--- src/rtl/control_fsm_pkg.sv ---
// Shared encodings for the multi-cycle control unit: opcodes, FSM states,
// writeback/PC source selects and the ALU add function.
package control_fsm_pkg;

  localparam logic [3:0] OP_ADD  = 4'h0;
  localparam logic [3:0] OP_SUB  = 4'h1;
  localparam logic [3:0] OP_AND  = 4'h2;
  localparam logic [3:0] OP_OR   = 4'h3;
  localparam logic [3:0] OP_SLT  = 4'h4;
  localparam logic [3:0] OP_ADDI = 4'h5;
  localparam logic [3:0] OP_LI   = 4'h6;
  localparam logic [3:0] OP_LW   = 4'h7;
  localparam logic [3:0] OP_SW   = 4'h8;
  localparam logic [3:0] OP_BEQ  = 4'h9;
  localparam logic [3:0] OP_BNE  = 4'hA;
  localparam logic [3:0] OP_JAL  = 4'hB;
  localparam logic [3:0] OP_JR   = 4'hC;
  localparam logic [3:0] OP_IN   = 4'hD;
  localparam logic [3:0] OP_OUT  = 4'hE;
  localparam logic [3:0] OP_HALT = 4'hF;

  typedef enum logic [3:0] {
    S_RST,
    S_FETCH,
    S_FETCH_IMM,
    S_DECODE,
    S_EXEC,
    S_MEM,
    S_WB,
    S_CMP,
    S_BR,
    S_HLT
  } state_e;

  localparam logic [1:0] PC_INC = 2'b00;
  localparam logic [1:0] PC_IMM = 2'b01;
  localparam logic [1:0] PC_RA  = 2'b10;

  localparam logic [1:0] RS_ALU = 2'b00;
  localparam logic [1:0] RS_IO  = 2'b01;
  localparam logic [1:0] RS_IMM = 2'b10;
  localparam logic [1:0] RS_MEM = 2'b11;

  localparam logic [2:0] ALU_ADD = 3'b000;

  // ADDI..JAL are followed by an immediate word in instruction memory.
  function automatic logic has_imm(input logic [3:0] opc);
    return (opc >= OP_ADDI) && (opc <= OP_JAL);
  endfunction

endpackage

--- src/rtl/control_fsm_if.sv ---
// Request/ready memory handshake between the control unit and memory.
interface control_fsm_if;
  logic mem_req;
  logic mem_we;
  logic iord;
  logic mem_ready;

  modport master (output mem_req, output mem_we, output iord, input mem_ready);
  modport slave  (input mem_req, input mem_we, input iord, output mem_ready);
endinterface

--- src/rtl/control_fsm_mem_wait_timer.sv ---
// Counts cycles a memory request stays unanswered; flags the cycle in which
// the count would reach MEM_WAIT_MAX.
module mem_wait_timer #(
  parameter int unsigned MEM_WAIT_MAX = 15,
  parameter int unsigned CNT_W        = 4
) (
  input  logic clk,
  input  logic rst,
  input  logic req,
  input  logic ready,
  input  logic clr,
  output logic timeout
);

  localparam logic [CNT_W-1:0] LAST = CNT_W'(MEM_WAIT_MAX - 1);

  logic [CNT_W-1:0] count_q, count_d;

  always_comb begin
    count_d = count_q;
    if (clr || (req && ready)) begin
      count_d = '0;
    end else if (req) begin
      count_d = count_q + 1'b1;
    end
  end

  always_ff @(posedge clk) begin
    if (rst) begin
      count_q <= '0;
    end else begin
      count_q <= count_d;
    end
  end

  assign timeout = req && !ready && (count_q == LAST);

endmodule

--- src/rtl/control_fsm.sv ---
// Multi-cycle control unit for the 16-bit core: sequences fetch, immediate
// fetch, decode, execute, memory and writeback, driving every datapath strobe.
module control_fsm
  import control_fsm_pkg::*;
#(
  parameter int unsigned MEM_WAIT_MAX = 15,
  parameter int unsigned CNT_W        = 4
) (
  input  logic                 clk,
  input  logic                 reset,
  input  logic [3:0]           op,
  input  logic                 cmp_result,
  control_fsm_if.master        mem,
  output logic                 PCWrite,
  output logic [1:0]           PCsrc,
  output logic                 IRWrite,
  output logic                 ImRWrite,
  output logic                 RegR1,
  output logic                 RegR2,
  output logic                 RegW1,
  output logic                 RegW2,
  output logic [1:0]           Regsrc,
  output logic                 ALUsrc,
  output logic [2:0]           ALUop,
  output logic                 writeCR,
  output logic                 cmpeq,
  output logic                 cmpne,
  output logic                 backup,
  output logic                 restore,
  output logic                 ioWrite,
  output logic                 halted,
  output logic                 fault
);

  state_e     state_q, state_d;
  logic [3:0] op_q, op_d;
  logic       fault_q, fault_d;
  logic       req_state;
  logic       timer_clr;
  logic       timeout;

  // Request phase derived from the state alone so the timer does not loop
  // back through the output process.
  assign req_state = (state_q == S_FETCH) || (state_q == S_FETCH_IMM) || (state_q == S_MEM);
  assign timer_clr = (state_q == S_RST) || (state_q == S_HLT);

  mem_wait_timer #(
    .MEM_WAIT_MAX(MEM_WAIT_MAX),
    .CNT_W       (CNT_W)
  ) u_timer (
    .clk    (clk),
    .rst    (reset),
    .req    (req_state),
    .ready  (mem.mem_ready),
    .clr    (timer_clr),
    .timeout(timeout)
  );

  always_ff @(posedge clk) begin
    if (reset) begin
      state_q <= S_RST;
      op_q    <= '0;
      fault_q <= 1'b0;
    end else begin
      state_q <= state_d;
      op_q    <= op_d;
      fault_q <= fault_d;
    end
  end

  always_comb begin
    state_d      = state_q;
    op_d         = op_q;
    fault_d      = fault_q;
    PCWrite      = 1'b0;
    PCsrc        = PC_INC;
    IRWrite      = 1'b0;
    ImRWrite     = 1'b0;
    mem.mem_req  = 1'b0;
    mem.mem_we   = 1'b0;
    mem.iord     = 1'b0;
    RegR1        = 1'b0;
    RegR2        = 1'b0;
    RegW1        = 1'b0;
    RegW2        = 1'b0;
    Regsrc       = RS_ALU;
    ALUsrc       = 1'b0;
    ALUop        = ALU_ADD;
    writeCR      = 1'b0;
    cmpeq        = 1'b0;
    cmpne        = 1'b0;
    backup       = 1'b0;
    restore      = 1'b0;
    ioWrite      = 1'b0;
    halted       = 1'b0;
    fault        = fault_q;

    unique case (state_q)
      S_RST: state_d = S_FETCH;

      S_FETCH, S_FETCH_IMM: begin
        mem.mem_req = 1'b1;
        if (timeout) begin
          fault_d = 1'b1;
          state_d = S_HLT;
        end else if (mem.mem_ready) begin
          PCWrite = 1'b1;
          PCsrc   = PC_INC;
          if (state_q == S_FETCH) begin
            IRWrite = 1'b1;
            state_d = has_imm(op) ? S_FETCH_IMM : S_DECODE;
          end else begin
            ImRWrite = 1'b1;
            state_d  = S_DECODE;
          end
        end
      end

      S_DECODE: begin
        RegR1 = 1'b1;
        RegR2 = 1'b1;
        op_d  = op;
        case (op)
          OP_ADD, OP_SUB, OP_AND, OP_OR, OP_SLT,
          OP_ADDI, OP_LW, OP_SW:               state_d = S_EXEC;
          OP_BEQ, OP_BNE:                      state_d = S_CMP;
          OP_LI, OP_JAL, OP_IN, OP_OUT:        state_d = S_WB;
          OP_JR:                               state_d = S_BR;
          default:                             state_d = S_HLT;
        endcase
      end

      S_EXEC: begin
        if ((op_q == OP_ADDI) || (op_q == OP_LW) || (op_q == OP_SW)) begin
          ALUsrc = 1'b1;
          ALUop  = ALU_ADD;
        end else begin
          ALUop  = op_q[2:0];
        end
        state_d = ((op_q == OP_LW) || (op_q == OP_SW)) ? S_MEM : S_WB;
      end

      S_MEM: begin
        mem.mem_req = 1'b1;
        mem.iord    = 1'b1;
        mem.mem_we  = (op_q == OP_SW);
        if (timeout) begin
          fault_d = 1'b1;
          state_d = S_HLT;
        end else if (mem.mem_ready) begin
          state_d = (op_q == OP_LW) ? S_WB : S_FETCH;
        end
      end

      S_WB: begin
        case (op_q)
          OP_LI:  begin RegW1 = 1'b1; Regsrc = RS_IMM; end
          OP_LW:  begin RegW1 = 1'b1; Regsrc = RS_MEM; end
          OP_IN:  begin RegW1 = 1'b1; Regsrc = RS_IO;  end
          OP_OUT: ioWrite = 1'b1;
          OP_JAL: begin backup = 1'b1; PCWrite = 1'b1; PCsrc = PC_IMM; end
          default: begin RegW1 = 1'b1; Regsrc = RS_ALU; end
        endcase
        state_d = S_FETCH;
      end

      S_CMP: begin
        writeCR = 1'b1;
        cmpeq   = (op_q == OP_BEQ);
        cmpne   = (op_q == OP_BNE);
        state_d = S_BR;
      end

      S_BR: begin
        if (op_q == OP_JR) begin
          restore = 1'b1;
          PCWrite = 1'b1;
          PCsrc   = PC_RA;
        end else begin
          PCWrite = cmp_result;
          PCsrc   = PC_IMM;
        end
        state_d = S_FETCH;
      end

      S_HLT: halted = 1'b1;

      default: state_d = S_RST;
    endcase
  end

endmodule

--- src/flat_wrapper.sv ---
// flat-port wrapper written by rule: the top's interface ports become plain ports
module control_fsm_flat import control_fsm_pkg::*;
#(
  parameter int unsigned MEM_WAIT_MAX = 15,
  parameter int unsigned CNT_W        = 4
)
  (clk, reset, op, cmp_result, PCWrite, PCsrc, IRWrite, ImRWrite, RegR1, RegR2, RegW1, RegW2, Regsrc, ALUsrc, ALUop, writeCR, cmpeq, cmpne, backup, restore, ioWrite, halted, fault, mem_mem_req, mem_mem_we, mem_iord, mem_mem_ready);
  control_fsm_if mem_i ();
  input  logic clk;
  input  logic reset;
  input  logic [3:0] op;
  input  logic cmp_result;
  output logic PCWrite;
  output logic [1:0] PCsrc;
  output logic IRWrite;
  output logic ImRWrite;
  output logic RegR1;
  output logic RegR2;
  output logic RegW1;
  output logic RegW2;
  output logic [1:0] Regsrc;
  output logic ALUsrc;
  output logic [2:0] ALUop;
  output logic writeCR;
  output logic cmpeq;
  output logic cmpne;
  output logic backup;
  output logic restore;
  output logic ioWrite;
  output logic halted;
  output logic fault;
  output wire logic [$bits(mem_i.mem_req)-1:0] mem_mem_req;
  output wire logic [$bits(mem_i.mem_we)-1:0] mem_mem_we;
  output wire logic [$bits(mem_i.iord)-1:0] mem_iord;
  input wire logic [$bits(mem_i.mem_ready)-1:0] mem_mem_ready;
  assign mem_mem_req = mem_i.mem_req;
  assign mem_mem_we = mem_i.mem_we;
  assign mem_iord = mem_i.iord;
  assign mem_i.mem_ready = mem_mem_ready;
  control_fsm #(.MEM_WAIT_MAX(MEM_WAIT_MAX), .CNT_W(CNT_W)) u_core (.clk(clk), .reset(reset), .op(op), .cmp_result(cmp_result), .mem(mem_i), .PCWrite(PCWrite), .PCsrc(PCsrc), .IRWrite(IRWrite), .ImRWrite(ImRWrite), .RegR1(RegR1), .RegR2(RegR2), .RegW1(RegW1), .RegW2(RegW2), .Regsrc(Regsrc), .ALUsrc(ALUsrc), .ALUop(ALUop), .writeCR(writeCR), .cmpeq(cmpeq), .cmpne(cmpne), .backup(backup), .restore(restore), .ioWrite(ioWrite), .halted(halted), .fault(fault));
endmodule
--- config.mk ---
export PLATFORM = sky130hd
export DESIGN_NAME = control_fsm_flat
export DESIGN_NICKNAME = d
export VERILOG_FILES = /design/src/rtl/control_fsm_pkg.sv /design/src/rtl/control_fsm_if.sv /design/src/rtl/control_fsm_mem_wait_timer.sv /design/src/rtl/control_fsm.sv /design/src/flat_wrapper.sv
export SDC_FILE = /design/constraint.sdc
export NUM_CORES = 1
export LEC_CHECK = 0
export BUFFER_PORTS_ARGS = -buffer_cell sky130_fd_sc_hd__buf_4
export CAP_MARGIN = 25
export CORE_MARGIN = 5
export CORE_UTILIZATION = 45
export DETAILED_ROUTE_END_ITERATION = 10
export PLACE_DENSITY_LB_ADDON = 0.15
export SETUP_SLACK_MARGIN = 0.05
export SLEW_MARGIN = 20
export SYNTH_ARGS = -nofsm -noshare
export SYNTH_HDL_FRONTEND = slang
export SYNTH_SLANG_ARGS = --single-unit
--- constraint.sdc ---
create_clock -name clk -period 2.2 [get_ports clk]
set_input_delay 0.11 -clock clk [delete_from_list [all_inputs] [get_ports clk]]
set_output_delay 0.11 -clock clk [all_outputs]
set_load 0.005 [all_outputs]
==> results.md, run 1 <==
- Setup crit end kind: output port
- Routed WL: 3.35 mm
- Die area: 0.00417 mm^2
- Tot Pwr: 1.27 mW
- Synthesized area per cell: 8.03 um^2
- Largest net degree at the start of global routing: 19
- Hold_buf cts: 0
- Mapped Area: 0.00134 mm^2
- Max-slew headroom: 54.9%
- IO Port Bufs: 32
- Maximum VDD drop: 479 uV
- Clk_lat worst skew: 280 ps
- CTS Buf Count: 3
- Worst Reg-to-Reg Cells: 4
- Internal: 0.704 mW
- GP Congestion: 0.886
- Gate power share: 55.1%
- # IOs: 34
- Chip width: 64.6 um
- First-pass GRT wire length: 5.64 mm
- Most used flip-flop cell after synthesis: dfxtp_1
- Flops & latches, synth: 13
- Area leader, netlist: dfxtp_1
- Yosys top cell area share: 19.4%
- # rows: 19
- Setup-failing EPs final: 0
- Max-cap violations: 0
- Worst Max-Slew Pin Slew: 671 ps
- Clock Skew: 8.56 ps
- Post-route minimum period: 2130 ps
- H-tree depth: 1
- Initial antenna violation count: 0
- Hold depth: 2
- Most numerous cell in the Yosys netlist: nor2_1
- Share of cells above drive strength 1: 29.0%
- Seq/Total Area, Yosys: 19.4%
- Post-synth EDFFs: 0
- Max Fclk: 471 MHz
- Vias after detailed routing: 1324
- # clock sinks: 13
- WP data required: 2090 ps
- Vias/cell: 5.91
- Count of cell types in the netlist: 57
- Synth top area cells: dfxtp_1 (19%), ha_1 (5.6%), nor2_1 (4.8%), a21oi_1 (3.7%), nor2b_1 (3.3%)
- Sw power: 0.570 mW
- Setup_tns: 0 ps
- Top cells by count, synth: nor2_1 (17), dfxtp_1 (13), a21oi_1 (10)
- DRC Markers: 0
- Tot GR Track Use: 16.5%
- Placed Instances: 220
- Clock network power share: 12.3%
- Core Area: 0.00281 mm^2
- CTS Root Cell: clkbuf_4
- Die Y: 64.6 um
- Post-route ant nets: 0
- Clk slew on worst S/H paths: 90 ps
- Nets: 208
- RSZ-0062 raised after global routing: yes
- Synth-to-Final Area Change: 18.2%
- Critical path arrival: 2020 ps
- Initial Util: 47.8%
- Pwr per Cell Area: 804 mW/mm^2
- Leakage: 0.679 nW
- Final hold vios: 0
- Non-filler instance count after layout: 224
- Routed wire per std cell: 14.9 um
- Syn_nets: 181
- Hold_ws: 80.7 ps
- Yosys warns: 0
- Final core occ: 56.5%
- CP max FO: 15
- DPL Wire Length: 2.62 mm
- Synth Instances: 167
- WS Path Type: register to output port
- Reg power frac: 32.6%
- Startpoint Class: register
- Fin. max-slew vios: 0
- Clock buffer depth: 2
- Hold WC Path Type: input pin to register
- Antenna Cells: 0
- Grt total ovfl: 0
- Net Sw Frac: 44.7%
- TritonCTS clock tree: yes
- Initial DRC Count: 53
- FFs w/ async S/R, synth: 0%
- Run status: finished, final reports clean
- First drt pass iteration count: 4
- Number of global-route vias before repair: 1220
- Period utilization: 96.6%
area by class of cell:
| class | count | area [um^2] |
|---|---|---|
| timing repair buffer | 38 | 285 |
| fill | 275 | 1220 |
| clock buffer | 4 | 26.3 |
| sequential | 13 | 262 |
| multi-input combinational | 131 | 947 |
| inverter | 7 | 26.3 |
| tap | 31 | 38.8 |
stage by stage:
step	setup WS, ps	cell area, um^2
6_report	75.0	1590
5_1_grt	-17.5	1590
4_1_cts	128	1580
3_5_place_dp	388	1550
3_3_place_gp	459	1550
2_1_floorplan	568	1340
what timing repair did:
| item | 4_1_cts | 5_1_grt |
|---|---|---|
| setup buffers | 0 | 0 |
| setup endpoints to repair | 0 | 4 |
| resized for setup | 0 | 2 |
power groups by stage:
stage | Combinational [mW] | Clock (mW) | Sequential, mW
floorplan | 0.627 | 0 | 0.322
global placement | 0.689 | 0 | 0.404
detailed placement | 0.701 | 0 | 0.410
CTS | 0.705 | 0.162 | 0.405
global route | 0.779 | 0.172 | 0.432
finish | 0.702 | 0.156 | 0.416
metal layers:
metal	vias up	track usage (%)	part of all wire (%)
li1	656	-	-
met1	625	22.1	47
met2	35	26.0	46
met3	8	3.45	5.0
met4	0	6.60	2.2
met5	-	0	0
kinds of logic after synthesis:
logic type               after synthesis  synth area share [%]
AND/OR/NAND/NOR                       76                  34.9
multiplexers                           6                  4.66
other                                  1                 0.280
adder cells (fa/ha/maj)                6                  5.60
AO/OA/AOI/OAI                         36                  20.8
buffers and inverters                 23                  10.4
XOR/XNOR                               6                  3.92
flip-flops                            13                  19.4
critical path: stages, from the launching register on:
cell	delay (ps)
dfxtp_1	650
nand2b_1	140
nor3_1	540
a21boi_0	260
buf_4	140
path summary, 6_finish.rpt:
kind,start,to,slack [ps]
worst max-delay path,u_core.state_q[2],ALUsrc,70
worst min-delay path,reset,u_core.fault,80
worst max register to register,u_core.state_q[1],u_core.state_q[0],310
worst min register to register,u_core.fault,u_core.fault,480
flip-flops by register name (all words and copies together) (netlist names):
name and cells:
u_core.state_q 4, u_core.op_q 4, u_core.fault 1, u_core.u_timer.count_q 4
placed cells by master (no fill, tap or decap), types with 6 or more instances in the layout:
cell	n
nand2_1	7
dfxtp_1	12
ha_1	6
inv_1	7
nor2_1	17
nor3_1	7
a21oi_1	10
buf_4	38
nor2b_1	7
(Power assumes the default switching activity.)
==> run 2: changes to the inputs <==
Settings changed: GPL_TIMING_DRIVEN set to 0.
==> run 2 against run 1 <==
Routed wire length up 4.2%. Clock-buffer cell count unchanged. Maximum frequency up 9.1%. Sequential power down 21%. Core utilization up 2.4 points. Worst hold slack better by 25 ps. Worst setup slack better by 180 ps. Via count up 2.6%. Sequential share of layout area down 0.75 points. Clock power about the same. Critical path depth up 1. Critical path type unchanged. Highest routed layer unchanged.
==> results.md, run 2 (same netlist as run 1, synthesis figures left out) <==
- Final hold vios: 0
- DRC Markers: 0
- CP max FO: 10
- Period utilization: 88.5%
- Maximum VDD drop: 466 uV
- Clock buffer depth: 2
- Tot GR Track Use: 17.2%
- GP Congestion: 0.870
- Max-cap violations: 0
- Routed wire per std cell: 14.9 um
- Post-route minimum period: 1950 ps
- Non-filler instance count after layout: 234
- Die area: 0.00417 mm^2
- Post-route ant nets: 0
- First drt pass iteration count: 4
- Clock network power share: 11.4%
- WS Path Type: register to output port
- Initial DRC Count: 77
- CTS Buf Count: 3
- H-tree depth: 1
- Biggest regs: u_core.op_q: 4 flops, u_core.state_q: 4 flops, u_core.u_timer.count_q: 4 flops
- Clk_lat worst skew: 280 ps
- Commonest non-fill, non-tap cells in the layout: buf_4 (36), nor2_1 (17), dfxtp_1 (13), a21oi_1 (10)
- Die Y: 64.6 um
- Hold_buf cts: 0
- Vias after detailed routing: 1358
- Number of global-route vias before repair: 1257
- Post-CTS sizing: 0
- # clock sinks: 13
- Antenna Cells: 0
- Hold_ws: 106 ps
- Seq. cell area: 260 um^2
- Placed Instances: 230
- Worst setup margin: 252 ps
- TritonCTS clock tree: yes
- Chip width: 64.6 um
- Setup crit end kind: output port
- Fin. max-slew vios: 0
- # IOs: 34
- Initial antenna violation count: 0
- Setup_tns: 0 ps
- Sw power: 0.591 mW
- IO Port Bufs: 32
- Share of cells above drive strength 1: 30.5%
- Setup bufs post-CTS: 0
- Setup Slack @ Placement: 280 ps
- Initial Util: 47.8%
- Max-slew headroom: 60.7%
- WP data required: 2090 ps
- Internal: 0.750 mW
- First-pass GRT wire length: 5.84 mm
- RSZ-0062 raised after global routing: no
- Startpoint Class: register
- Clock Skew: 4.92 ps
- Setup-failing EPs final: 0
- Reg power frac: 24.6%
- Vias/cell: 5.80
- Synth-to-Final Area Change: 23.2%
- Max Fclk: 513 MHz
- Run status: finished, final reports clean
- DPL Wire Length: 2.73 mm
- Leakage: 0.722 nW
- Multi-input logic area: 947 um^2
- Pwr per Cell Area: 811 mW/mm^2
- Largest net degree at the start of global routing: 11
- Grt total ovfl: 0
- Core Area: 0.00281 mm^2
- Fillers: 274
- Hold depth: 3
- Worst Reg-to-Reg Cells: 7
- Gate power share: 64.0%
- Nets: 218
- Commonest non-fill, non-tap cell in the layout: buf_4
- Worst Max-Slew Pin Slew: 585 ps
- CTS Root Cell: clkbuf_4
- Clk slew on worst S/H paths: 80 ps
- Net Sw Frac: 44.1%
- Critical path arrival: 1840 ps
- # rows: 19
- Routed WL: 3.49 mm
- Hold WC Path Type: input pin to register
[run 2: area by class of cell]
cell class / instances / area share (%)
Buffer: 16 / 6.89
Clock buffer: 4 / 1.59
Inverter: 7 / 1.59
Multi-Input combinational cell: 131 / 57.3
Sequential cell: 13 / 15.7
Tap cell: 31 / 2.35
Timing Repair Buffer: 32 / 14.5
[run 2: worst paths after layout]
| path | end | slack (ps) | from |
|---|---|---|---|
| min | u_core.op_q[1] | 110 | op[1] |
| min reg2reg | u_core.fault | 520 | u_core.fault |
| max reg2reg | u_core.state_q[0] | 270 | u_core.u_timer.count_q[0] |
| max | ALUsrc | 250 | u_core.state_q[2] |
[run 2: through the flow]
stage	cell area [um^2]	power (mW)	util [%]
floorplan	1340	0.949	-
global placement	1620	1.17	57.8
detailed placement	1620	1.19	57.8
CTS	1650	1.34	58.7
global route	1650	1.45	58.9
finish	1650	1.34	58.9
[run 2: power by group through the flow]
stage               logic (mW)  clock network [mW]  registers [mW]
finish                   0.858               0.153           0.330
global route             0.935               0.173           0.341
CTS                      0.852               0.158           0.329
detailed placement       0.851                   0           0.335
global placement         0.836                   0           0.332
floorplan                0.627                   0           0.322
[run 2: routing by layer]
| metal | share of wire (%) | GRT usage [%] | wire length, um | vias up |
|---|---|---|---|---|
| li1 | - | - | - | 674 |
| met1 | 45 | 21.9 | 1580 | 626 |
| met2 | 47 | 29.5 | 1650 | 49 |
| met3 | 5.8 | 2.25 | 202 | 9 |
| met4 | 1.8 | 6.33 | 63 | 0 |
| met5 | 0 | 0 | 0 | - |
[run 2: critical path, stage by stage, from the launching register on]
cell,delay (ps)
dfxtp_1,430
clkbuf_8,210
nand2b_1,80
nor3_1,460
a21boi_0,240
buf_4,140
